--- config.mk ---
export PLATFORM = sky130hd
export DESIGN_NAME = mips_exec_core_flat
export DESIGN_NICKNAME = d
export VERILOG_FILES = /design/src/rtl/mips_exec_core_if.sv /design/src/rtl/mips_exec_core.sv /design/src/flat_wrapper.sv
export SDC_FILE = /design/constraint.sdc
export NUM_CORES = 2
export LEC_CHECK = 0
export CAP_MARGIN = 30
export CORE_MARGIN = 4
export CORE_UTILIZATION = 40
export DETAILED_ROUTE_END_ITERATION = 10
export SYNTH_ARGS = -nofsm -noshare
export SYNTH_HDL_FRONTEND = slang
export SYNTH_SLANG_ARGS = --single-unit
--- constraint.sdc ---
create_clock -name clk -period 3.6 [get_ports clk]
set_input_delay 0.54 -clock clk [delete_from_list [all_inputs] [get_ports clk]]
set_output_delay 0.54 -clock clk [all_outputs]
set_load 0.02 [all_outputs]
--- src/rtl/mips_exec_core_if.sv ---
// Instruction/result handshake bundle between the fetch stage, the execution core and writeback.
// No logic: carries the instr valid/ready channel and the result valid/ready channel.
// The master side offers instructions and accepts results; the slave side (the core) does the reverse.
interface mips_exec_core_if #(
    parameter int XLEN = 32
);
    logic            instr_valid;
    logic            instr_ready;
    logic [31:0]     instr;
    logic            res_valid;
    logic            res_ready;
    logic [XLEN-1:0] res_data;
    logic            res_zero;
    logic [4:0]      res_wreg;
    logic            res_wen;
    logic            res_illegal;
    logic            busy;

    modport master (
        output instr_valid, instr, res_ready,
        input  instr_ready, res_valid, res_data, res_zero, res_wreg, res_wen, res_illegal, busy
    );

    modport slave (
        input  instr_valid, instr, res_ready,
        output instr_ready, res_valid, res_data, res_zero, res_wreg, res_wen, res_illegal, busy
    );
endinterface

--- src/rtl/mips_exec_core.sv ---
// Multi-cycle MIPS execution core: private regfile, ALU, optional shift-add multiplier (MIPS_MULT_EN).
// Latency: result valid 3 cycles after accept (XLEN+2 for MULT/MULTU); one instruction per 4 cycles max.
// Backpressure: result held stable in RESP until res_ready; no new instruction accepted meanwhile.
module mips_exec_core #(
    parameter int XLEN  = 32,
    parameter int NREGS = 32
) (
    input  logic              clk,
    input  logic              rst_n,
    mips_exec_core_if.slave   bus
);
    localparam int AW = (NREGS > 1) ? $clog2(NREGS) : 1;

    typedef enum logic [1:0] {S_IDLE, S_DECODE, S_EXEC, S_RESP} state_t;

    state_t          state_q, state_d;
    logic [31:0]     instr_q;
    logic [XLEN-1:0] a_q, b_q, res_q, res_d;
    logic [XLEN-1:0] rf_q [NREGS];

    // Instruction fields of the latched instruction
    logic [5:0]      opcode, funct;
    logic [4:0]      shamt, dst_field;
    logic [15:0]     imm16;
    logic [AW-1:0]   rs_idx, rt_idx, dst_idx;
    logic [XLEN-1:0] rs_val, rt_val, imm_ext, res_val_c;
    logic            is_r_c, legal_c, mul_c, wen_c;
    logic [4:0]      wreg_c;

    assign opcode    = instr_q[31:26];
    assign funct     = instr_q[5:0];
    assign shamt     = instr_q[10:6];
    assign imm16     = instr_q[15:0];
    assign rs_idx    = instr_q[21 +: AW];
    assign rt_idx    = instr_q[16 +: AW];
    assign is_r_c    = (opcode == 6'h00);
    assign dst_field = is_r_c ? instr_q[15:11] : instr_q[20:16];
    assign rs_val    = (rs_idx == '0) ? '0 : rf_q[rs_idx];
    assign rt_val    = (rt_idx == '0) ? '0 : rf_q[rt_idx];

`ifdef MIPS_MULT_EN
    localparam int CW = $clog2(XLEN);
    localparam logic [CW-1:0] CNT_LAST = CW'(XLEN - 1);

    logic [XLEN-1:0]   hi_q, lo_q, mplier_q, mag_a_c, mag_b_c;
    logic [2*XLEN-1:0] acc_q, mcand_q, prod_c;
    logic [CW-1:0]     cnt_q;
    logic              neg_q, mul_signed_c;

    // Signed multiply runs on magnitudes; the sign is reapplied to the full double-width product
    assign mul_signed_c = (funct == 6'h18);
    assign mag_a_c      = (mul_signed_c && rs_val[XLEN-1]) ? -rs_val : rs_val;
    assign mag_b_c      = (mul_signed_c && rt_val[XLEN-1]) ? -rt_val : rt_val;
    assign prod_c       = neg_q ? -acc_q : acc_q;
`endif

    // Legality and class of the latched instruction
    always_comb begin
        legal_c = 1'b0;
        mul_c   = 1'b0;
        if (is_r_c) begin
            case (funct)
                6'h20, 6'h21, 6'h22, 6'h23, 6'h24, 6'h25, 6'h26, 6'h27,
                6'h2A, 6'h2B, 6'h00, 6'h02, 6'h03: legal_c = 1'b1;
`ifdef MIPS_MULT_EN
                6'h18, 6'h19: begin
                    legal_c = 1'b1;
                    mul_c   = 1'b1;
                end
                6'h10, 6'h12: legal_c = 1'b1;
`endif
                default: legal_c = 1'b0;
            endcase
        end else begin
            case (opcode)
                6'h08, 6'h09, 6'h0A, 6'h0B, 6'h0C, 6'h0D, 6'h0E, 6'h0F: legal_c = 1'b1;
                default: legal_c = 1'b0;
            endcase
        end
    end

    // Destination: multiplies and illegal instructions name no register
    assign wreg_c  = (legal_c && !mul_c) ? dst_field : 5'd0;
    assign dst_idx = wreg_c[AW-1:0];
    assign wen_c   = legal_c && !mul_c && (dst_idx != '0);

    // Immediate extension: logical ops zero-extend, LUI shifts the sign-extended value up
    always_comb begin
        imm_ext = {{(XLEN-16){imm16[15]}}, imm16};
        case (opcode)
            6'h0C, 6'h0D, 6'h0E: imm_ext = {{(XLEN-16){1'b0}}, imm16};
            6'h0F:               imm_ext = {{(XLEN-16){imm16[15]}}, imm16} << 16;
            default:             imm_ext = {{(XLEN-16){imm16[15]}}, imm16};
        endcase
    end

    // ALU result for single-cycle operations
    always_comb begin
        res_d = '0;
        if (is_r_c) begin
            case (funct)
                6'h20, 6'h21: res_d = a_q + b_q;
                6'h22, 6'h23: res_d = a_q - b_q;
                6'h24:        res_d = a_q & b_q;
                6'h25:        res_d = a_q | b_q;
                6'h26:        res_d = a_q ^ b_q;
                6'h27:        res_d = ~(a_q | b_q);
                6'h2A:        res_d = {{(XLEN-1){1'b0}}, $signed(a_q) < $signed(b_q)};
                6'h2B:        res_d = {{(XLEN-1){1'b0}}, a_q < b_q};
                6'h00:        res_d = b_q << shamt;
                6'h02:        res_d = b_q >> shamt;
                6'h03:        res_d = $unsigned($signed(b_q) >>> shamt);
`ifdef MIPS_MULT_EN
                6'h10:        res_d = hi_q;
                6'h12:        res_d = lo_q;
`endif
                default:      res_d = '0;
            endcase
        end else begin
            case (opcode)
                6'h08, 6'h09: res_d = a_q + b_q;
                6'h0A:        res_d = {{(XLEN-1){1'b0}}, $signed(a_q) < $signed(b_q)};
                6'h0B:        res_d = {{(XLEN-1){1'b0}}, a_q < b_q};
                6'h0C:        res_d = a_q & b_q;
                6'h0D:        res_d = a_q | b_q;
                6'h0E:        res_d = a_q ^ b_q;
                6'h0F:        res_d = b_q;
                default:      res_d = '0;
            endcase
        end
    end

    // Value presented in RESP and written back on the handshake
    always_comb begin
        res_val_c = res_q;
`ifdef MIPS_MULT_EN
        if (mul_c) res_val_c = prod_c[XLEN-1:0];
`endif
        if (!legal_c) res_val_c = '0;
    end

    // State register
    always_ff @(posedge clk or negedge rst_n) begin
        if (!rst_n) state_q <= S_IDLE;
        else        state_q <= state_d;
    end

    // Next state and handshake outputs; result outputs are zero outside RESP
    always_comb begin
        state_d         = state_q;
        bus.instr_ready = 1'b0;
        bus.res_valid   = 1'b0;
        bus.res_data    = '0;
        bus.res_zero    = 1'b0;
        bus.res_wreg    = 5'd0;
        bus.res_wen     = 1'b0;
        bus.res_illegal = 1'b0;
        bus.busy        = (state_q != S_IDLE);
        case (state_q)
            S_IDLE: begin
                bus.instr_ready = 1'b1;
                if (bus.instr_valid) state_d = S_DECODE;
            end
            S_DECODE: state_d = S_EXEC;
            S_EXEC: begin
                state_d = S_RESP;
`ifdef MIPS_MULT_EN
                if (mul_c && (cnt_q != CNT_LAST)) state_d = S_EXEC;
`endif
            end
            S_RESP: begin
                bus.res_valid   = 1'b1;
                bus.res_data    = res_val_c;
                bus.res_zero    = (res_val_c == '0);
                bus.res_wreg    = wreg_c;
                bus.res_wen     = wen_c;
                bus.res_illegal = !legal_c;
                if (bus.res_ready) state_d = S_IDLE;
            end
            default: state_d = S_IDLE;
        endcase
    end

    // Datapath: latch instruction, operands, result, multiplier state and register writes
    always_ff @(posedge clk or negedge rst_n) begin
        if (!rst_n) begin
            instr_q <= '0;
            a_q     <= '0;
            b_q     <= '0;
            res_q   <= '0;
            for (int i = 0; i < NREGS; i++) rf_q[i] <= '0;
`ifdef MIPS_MULT_EN
            hi_q     <= '0;
            lo_q     <= '0;
            acc_q    <= '0;
            mcand_q  <= '0;
            mplier_q <= '0;
            cnt_q    <= '0;
            neg_q    <= 1'b0;
`endif
        end else begin
            case (state_q)
                S_IDLE: if (bus.instr_valid) instr_q <= bus.instr;
                S_DECODE: begin
                    a_q <= rs_val;
                    b_q <= is_r_c ? rt_val : imm_ext;
`ifdef MIPS_MULT_EN
                    acc_q    <= '0;
                    cnt_q    <= '0;
                    mcand_q  <= {{XLEN{1'b0}}, mag_a_c};
                    mplier_q <= mag_b_c;
                    neg_q    <= mul_signed_c && (rs_val[XLEN-1] ^ rt_val[XLEN-1]);
`endif
                end
                S_EXEC: begin
                    res_q <= res_d;
`ifdef MIPS_MULT_EN
                    if (mul_c) begin
                        if (mplier_q[0]) acc_q <= acc_q + mcand_q;
                        mcand_q  <= mcand_q << 1;
                        mplier_q <= mplier_q >> 1;
                        cnt_q    <= cnt_q + 1'b1;
                    end
`endif
                end
                S_RESP: begin
                    if (bus.res_ready) begin
                        if (wen_c) rf_q[dst_idx] <= res_val_c;
`ifdef MIPS_MULT_EN
                        if (mul_c) {hi_q, lo_q} <= prod_c;
`endif
                    end
                end
                default: ;
            endcase
        end
    end
endmodule

--- src/flat_wrapper.sv ---
// flat-port wrapper written by rule: the top's interface ports become plain ports
module mips_exec_core_flat 
#(
    parameter int XLEN  = 32,
    parameter int NREGS = 32
)
  (clk, rst_n, bus_instr_valid, bus_instr, bus_res_ready, bus_instr_ready, bus_res_valid, bus_res_data, bus_res_zero, bus_res_wreg, bus_res_wen, bus_res_illegal, bus_busy);
  mips_exec_core_if #(.XLEN(XLEN)) bus_i ();
  input  logic clk;
  input  logic rst_n;
  input wire logic [$bits(bus_i.instr_valid)-1:0] bus_instr_valid;
  input wire logic [$bits(bus_i.instr)-1:0] bus_instr;
  input wire logic [$bits(bus_i.res_ready)-1:0] bus_res_ready;
  output wire logic [$bits(bus_i.instr_ready)-1:0] bus_instr_ready;
  output wire logic [$bits(bus_i.res_valid)-1:0] bus_res_valid;
  output wire logic [$bits(bus_i.res_data)-1:0] bus_res_data;
  output wire logic [$bits(bus_i.res_zero)-1:0] bus_res_zero;
  output wire logic [$bits(bus_i.res_wreg)-1:0] bus_res_wreg;
  output wire logic [$bits(bus_i.res_wen)-1:0] bus_res_wen;
  output wire logic [$bits(bus_i.res_illegal)-1:0] bus_res_illegal;
  output wire logic [$bits(bus_i.busy)-1:0] bus_busy;
  assign bus_i.instr_valid = bus_instr_valid;
  assign bus_i.instr = bus_instr;
  assign bus_i.res_ready = bus_res_ready;
  assign bus_instr_ready = bus_i.instr_ready;
  assign bus_res_valid = bus_i.res_valid;
  assign bus_res_data = bus_i.res_data;
  assign bus_res_zero = bus_i.res_zero;
  assign bus_res_wreg = bus_i.res_wreg;
  assign bus_res_wen = bus_i.res_wen;
  assign bus_res_illegal = bus_i.res_illegal;
  assign bus_busy = bus_i.busy;
  mips_exec_core #(.XLEN(XLEN), .NREGS(NREGS)) u_core (.clk(clk), .rst_n(rst_n), .bus(bus_i));
endmodule
* After elaboration in Yosys (flattened, before gate mapping)
Memories as Yosys holds them, arrays and structs flattened.
Index checks and enable logic that the tools add are counted.
** Operators by class
- Add/subtract/negate cells :: 2
- Shifts and indexed selects :: 3
- Reductions and logical operators :: 19
- Equal/unequal tests :: 25
- $lt $le $gt $ge :: 6
- Mux-type cells :: 31
- Bitwise logic cells :: 7
** Operators by type and width (count)
- $bwmux 1024 :: 1
- $mux 32 :: 11
- $pmux 32 s11 :: 1
- $bmux 32 s5 :: 2
- $pmux 32 s7 :: 1
- $demux 32 s5 :: 1
- $lt 32x32->1 :: 2
- $pmux 32 s2 :: 1
- $eq 6x6->1 const B :: 10
- $eq 6x4->1 const B :: 8
- $add 32x32->32 :: 1
- $and 32x32->32 :: 1
- $logic_not 32->1 :: 1
- $not 32->32 :: 1
- $or 32x32->32 :: 1
- $shl 32x5->32 :: 1
- $shr 32x5->32 :: 1
- $sshr 32x5->32 :: 1
- $sub 32x32->32 :: 1
- $xor 32x32->32 :: 1
- $ge 6x6->1 const B :: 3
- $not 5->6 :: 3
- $mux 5 :: 3
- $eq 6x2->1 const B :: 2
- 18 further kinds :: 34
** Storage, ports and cells
- ROM bits :: 80
- Memories kept :: 2
- Logic and storage cells :: 132
- Output and inout bits :: 43
- Register bits after elaboration :: 1154
** Memory list
- (no name shown) :: depth 64, bits a word 1, rd ports 1, clocked after Yosys merged registers in 0, wr ports 0, RTL line mips_exec_core.sv:62 : case (funct)
- (no name shown) :: depth 16, bits a word 1, rd ports 1, clocked after Yosys merged registers in 0, wr ports 0, RTL line mips_exec_core.sv:75 : case (opcode)

* Longest topological paths before layout
- Depth in word-level cells :: 10
- Depth in mapped cells :: 14
- Mapped depth without buffers :: 13

* Worst setup path after synthesis
No wires, ideal clock.
- Kind :: flip-flop to flip-flop
- From :: register u_core.b_q[0]
- To :: register u_core.res_q[26]
- Path slack :: 217 ps
- Arrival time :: 3254 ps
- Stages on the path, launching flop included :: 13
- Setup time :: 129 ps
- Cell sequence :: dfrtp_1 > ha_1 > fa_1 > a211o_1 > a211o_1 > a2111o_1 > nand4_1 > a21oi_1 > o41a_1 > xnor2_1 > nor2_1 > o32ai_1 > a21oi_1
** On the way
- Word-level cells in the longest chain between the ends :: 3
- Elaborated cells on any way between the ends :: 8
- Classes of those cells :: add/sub: 2; shift: 3; mux: 3
** RTL lines
- start, declared :: RTL line mips_exec_core.sv:18 : logic [XLEN-1:0] a_q, b_q, res_q, res_d;
- start signal, assigned :: RTL line mips_exec_core.sv:206 : b_q <= is_r_c ? rt_val : imm_ext;
- $sub 32x32->32, or another cell as far along :: RTL line mips_exec_core.sv:103 : 6'h22, 6'h23: res_d = a_q - b_q;
- $pmux 32 s11 / $pmux 32 s7 (equally long branches) :: RTL line mips_exec_core.sv:101, mips_exec_core.sv:120
- $mux 32 (*) :: RTL line mips_exec_core.sv:100 : if (is_r_c) begin
- end signal, assigned :: RTL line mips_exec_core.sv:216 : res_q <= res_d;
- end, declared :: RTL line mips_exec_core.sv:18
Every way passes the cells marked *; elsewhere a longest branch is shown, timed or not.
A chain may end at the register's enable or synchronous reset.

* Worst setup path in the final report
- From :: register u_core.res_q[26]
- To :: output port bus_res_zero
** On the way
- Word-level cells in the longest chain between the ends :: 3
** RTL lines
- $mux 32 :: RTL line mips_exec_core.sv:139 : if (!legal_c) res_val_c = '0;
- $logic_not 32->1 :: RTL line mips_exec_core.sv:174 : bus.res_zero = (res_val_c == '0);
- $mux 1 :: RTL line mips_exec_core.sv:159 : case (state_q)
- end, declared :: RTL line flat_wrapper.sv:17 : output wire logic [$bits(bus_i.res_zero)-1:0] bus_res_zero;
Every way passes these cells.

==> results.json <==
{
  "grt_pass1_vias": 56586,
  "cp-end-kind": "output port",
  "synth-warning-count": 0,
  "clock_power_share_pct": 23.2,
  "fin_nets": 7058,
  "internal_power_w": 0.0341,
  "syn_nets": 6964,
  "die_w_um": 421,
  "synth-seq-cells": 1154,
  "setup_ws_ns": -0.118,
  "drcViolationCount": 0,
  "rsz0062_at_grt": "yes",
  "path_delay_family": "simple AND/OR/NAND/NOR gates",
  "rows": 151,
  "cts_htree_levels": 4,
  "clk_pin_slew_ns": 0.06,
  "start_util_pct": 40.2,
  "max_freq_mhz": 269,
  "clock-sinks": 1154,
  "ant_nets": 0,
  "clock-root-buffer": "clkbuf_16",
  "grt-ovfl-total": 0,
  "grt_antenna_before_repair": 7,
  "syn_area_mm2": 0.0681,
  "ios": 79,
  "layout-area-overhead-vs-synth_pct": 17.9,
  "arrival_ns": 3.18,
  "seqPwrFrac_pct": 25.6,
  "regArea_mm2": 0.0289,
  "swShare_pct": 44.8,
  "syn_inst": 6819,
  "grt_pass1_wl_mm": 392,
  "nFillCells": 15660,
  "clk_path_buf_depth": 3,
  "finalCritPeriodShare_pct": 103,
  "gr-usage-all-layers_pct": 30.1,
  "violations": "negative setup slack",
  "first_iter_violations": 6838,
  "drtPass1Iterations": 7,
  "drv_cap": 0,
  "vdd_drop_max_mv": 0.511,
  "fin_skew_ns": 0.0354,
  "drt-total-wl_mm": 268,
  "crit_chain": "nor4_2, and4_1, nand4_1, a211oi_4, buf_4, buf_6",
  "critPathKind": "reg2out",
  "synth_enable_flop_cells": 0,
  "worst_slew_pin_slew_ns": 1.06,
  "p_switching_w": 0.0277,
  "synth-main-ff-cell": "dfrtp_1",
  "syn_avg_cell_area_um2": 9.99,
  "pre_cts_slack_ns": -0.0689,
  "final_cells": 9239,
  "crit_slowest_cell": "dfrtp_1",
  "yosysUniqueCellTypes": 87,
  "core_area_mm2": 0.169,
  "whs_ns": 0.344,
  "path_buf_inv": 2,
  "fin_setup_tns_ns": -0.252,
  "wire_per_inst_um": 29.0,
  "multi_input_area_mm2": 0.0367,
  "routed_via_density": 6.23,
  "slew_headroom_pct": 29.5,
  "slew_viol_final": 0,
  "crit_path_start_kind": "flip-flop",
  "place_inst": 8971,
  "vias": 57528,
  "dieArea_mm2": 0.177,
  "cts_tree": "done",
  "gp_congestion": 0.983,
  "hp-class": "in2async",
  "setup_violations": 6,
  "hold_viol_final": 0,
  "postSynth.asyncResetShare_pct": 100,
  "drive_above_1_share_pct": 23.2,
  "outcome": "finished, violations left",
  "crit_required_ns": 3.06,
  "power.total_w": 0.0618,
  "layout_min_cycle_time_ns": 3.72,
  "clkLatencyLatePin_ns": 0.82,
  "leakage_nw": 34.2,
  "grt_max_degree": 134,
  "die_y_um": 421,
  "slowest_delay_ns": 0.55,
  "power.density_mw_per_mm2": 770,
  "final_cell_mix": "o21ai_0 (1168), dfrtp_1 (1135), nand2_1 (1130), mux4_2 (507), buf_4 (429)",
  "hpwl_mm": 185,
  "seq_area_frac_synth_pct": 42.4,
  "cts_buffers": 134,
  "critPathMaxFanout": 3,
  "final_common_cell": "o21ai_0",
  "startpoint": "u_core.res_q[26]",
  "power_frac_comb_pct": 51.1,
  "timing.rr.start": "u_core.b_q[0]",
  "io_buffer_count": 78
}
## power groups by stage
stage	combinational [W]	sequential [W]	clock (W)
floorplan	0.0187	0.0146	0
global placement	0.0303	0.0159	0
detailed placement	0.0303	0.0159	0
CTS	0.0307	0.0157	0.0145
global route	0.0333	0.0159	0.0150
finish	0.0316	0.0158	0.0144
## cell families after synthesis
group | Yosys count | share of synthesized area (%)
AOI/OAI and AO/OA | 2034 | 16.8
and+or+nand+nor | 1734 | 10.3
DFF | 1154 | 42.4
muxes | 930 | 23.2
buffers and inverters | 820 | 4.77
adders and majority gates | 109 | 2.02
xor gates and xnor gates | 38 | 0.489
## path summary, 6_finish.rpt
check | end | slack (ns) | cells after the start
max in group asynchronous | u_core.rf_q[326] | 2.00 | 3
max reg2reg | u_core.res_q[26] | 0.09 | 13
min reg2reg | u_core.rf_q[1007] | 0.40 | 0
max | bus_res_zero | -0.12 | 6
min in group clk | u_core.instr_q[10] | 0.35 | 2
min | u_core.instr_q[30] | 0.34 | 2
## area by class of cell
class | instances | share of cell area [%]
Tap cell | 2218 | 3.46
Timing Repair Buffer | 647 | 8.41
Sequential cell | 1154 | 36.0
Clock inverter | 48 | 0.860
Multi-Input combinational cell | 4845 | 45.7
Inverter | 131 | 0.616
Antenna cell | 2 | 0.00623
Clock buffer | 194 | 4.86
## worst reg2reg max path: cells and delay by family, from the launching register on
family          cells  cell delay [ns]
compound gates      6             1.77
flops               1             0.38
xor+xnor            1             0.15
simple gates        3             0.44
buf+inv             1             0.14
fa+ha+maj           2             0.55
## stage by stage
stage          utilization (%)  cell area [um2]
6_report                  47.4            80300
5_1_grt                   47.4            80300
4_1_cts                   47.2            79800
3_5_place_dp              44.2            74900
3_3_place_gp              44.2            74800
2_1_floorplan                -            68100
## flip-flops by register name, indices dropped and copies added (netlist names)
signal,flops
u_core.a_q,32
u_core.b_q,32
u_core.instr_q,32
u_core.res_q,32
u_core.rf_q,1024
u_core.state_q,2
## routing by layer
layer	vias up	GRT usage, %	wire (um)
li1	25002	-	-
met1	29075	40.4	108000
met2	2787	46.8	123000
met3	648	6.78	24000
met4	16	13.4	12900
met5	-	0	106
## Yosys cell counts, drive strengths merged, types with 22 or more instances
master	n	area share, %
a211oi	39	0.44
a21oi	374	2.7
a221oi	27	0.35
a22oi	22	0.24
a31oi	24	0.22
buf	169	1.1
clkbuf	520	2.9
dfrtp	1154	42
ha	107	2.0
inv	127	0.70
mux2	141	2.3
mux2i	282	4.1
mux4	507	17
nand2	1189	6.7
nand3	29	0.21
nor2	365	2.0
nor3	61	0.48
o211ai	25	0.28
o21ai	1204	8.9
o221ai	81	1.0
o22ai	121	1.1
xnor2	37	0.48
## timing repair
action | 4_1_cts | 5_1_grt
resized for setup | 206 | 98
setup endpoints to repair | 44 | 85
hold buffers | 1 | 0
buffers inserted | 6 | 20
hold endpoints to repair | 44 | 0
pin swaps | 12 | 24
Power figures use the tool's default switching activity.
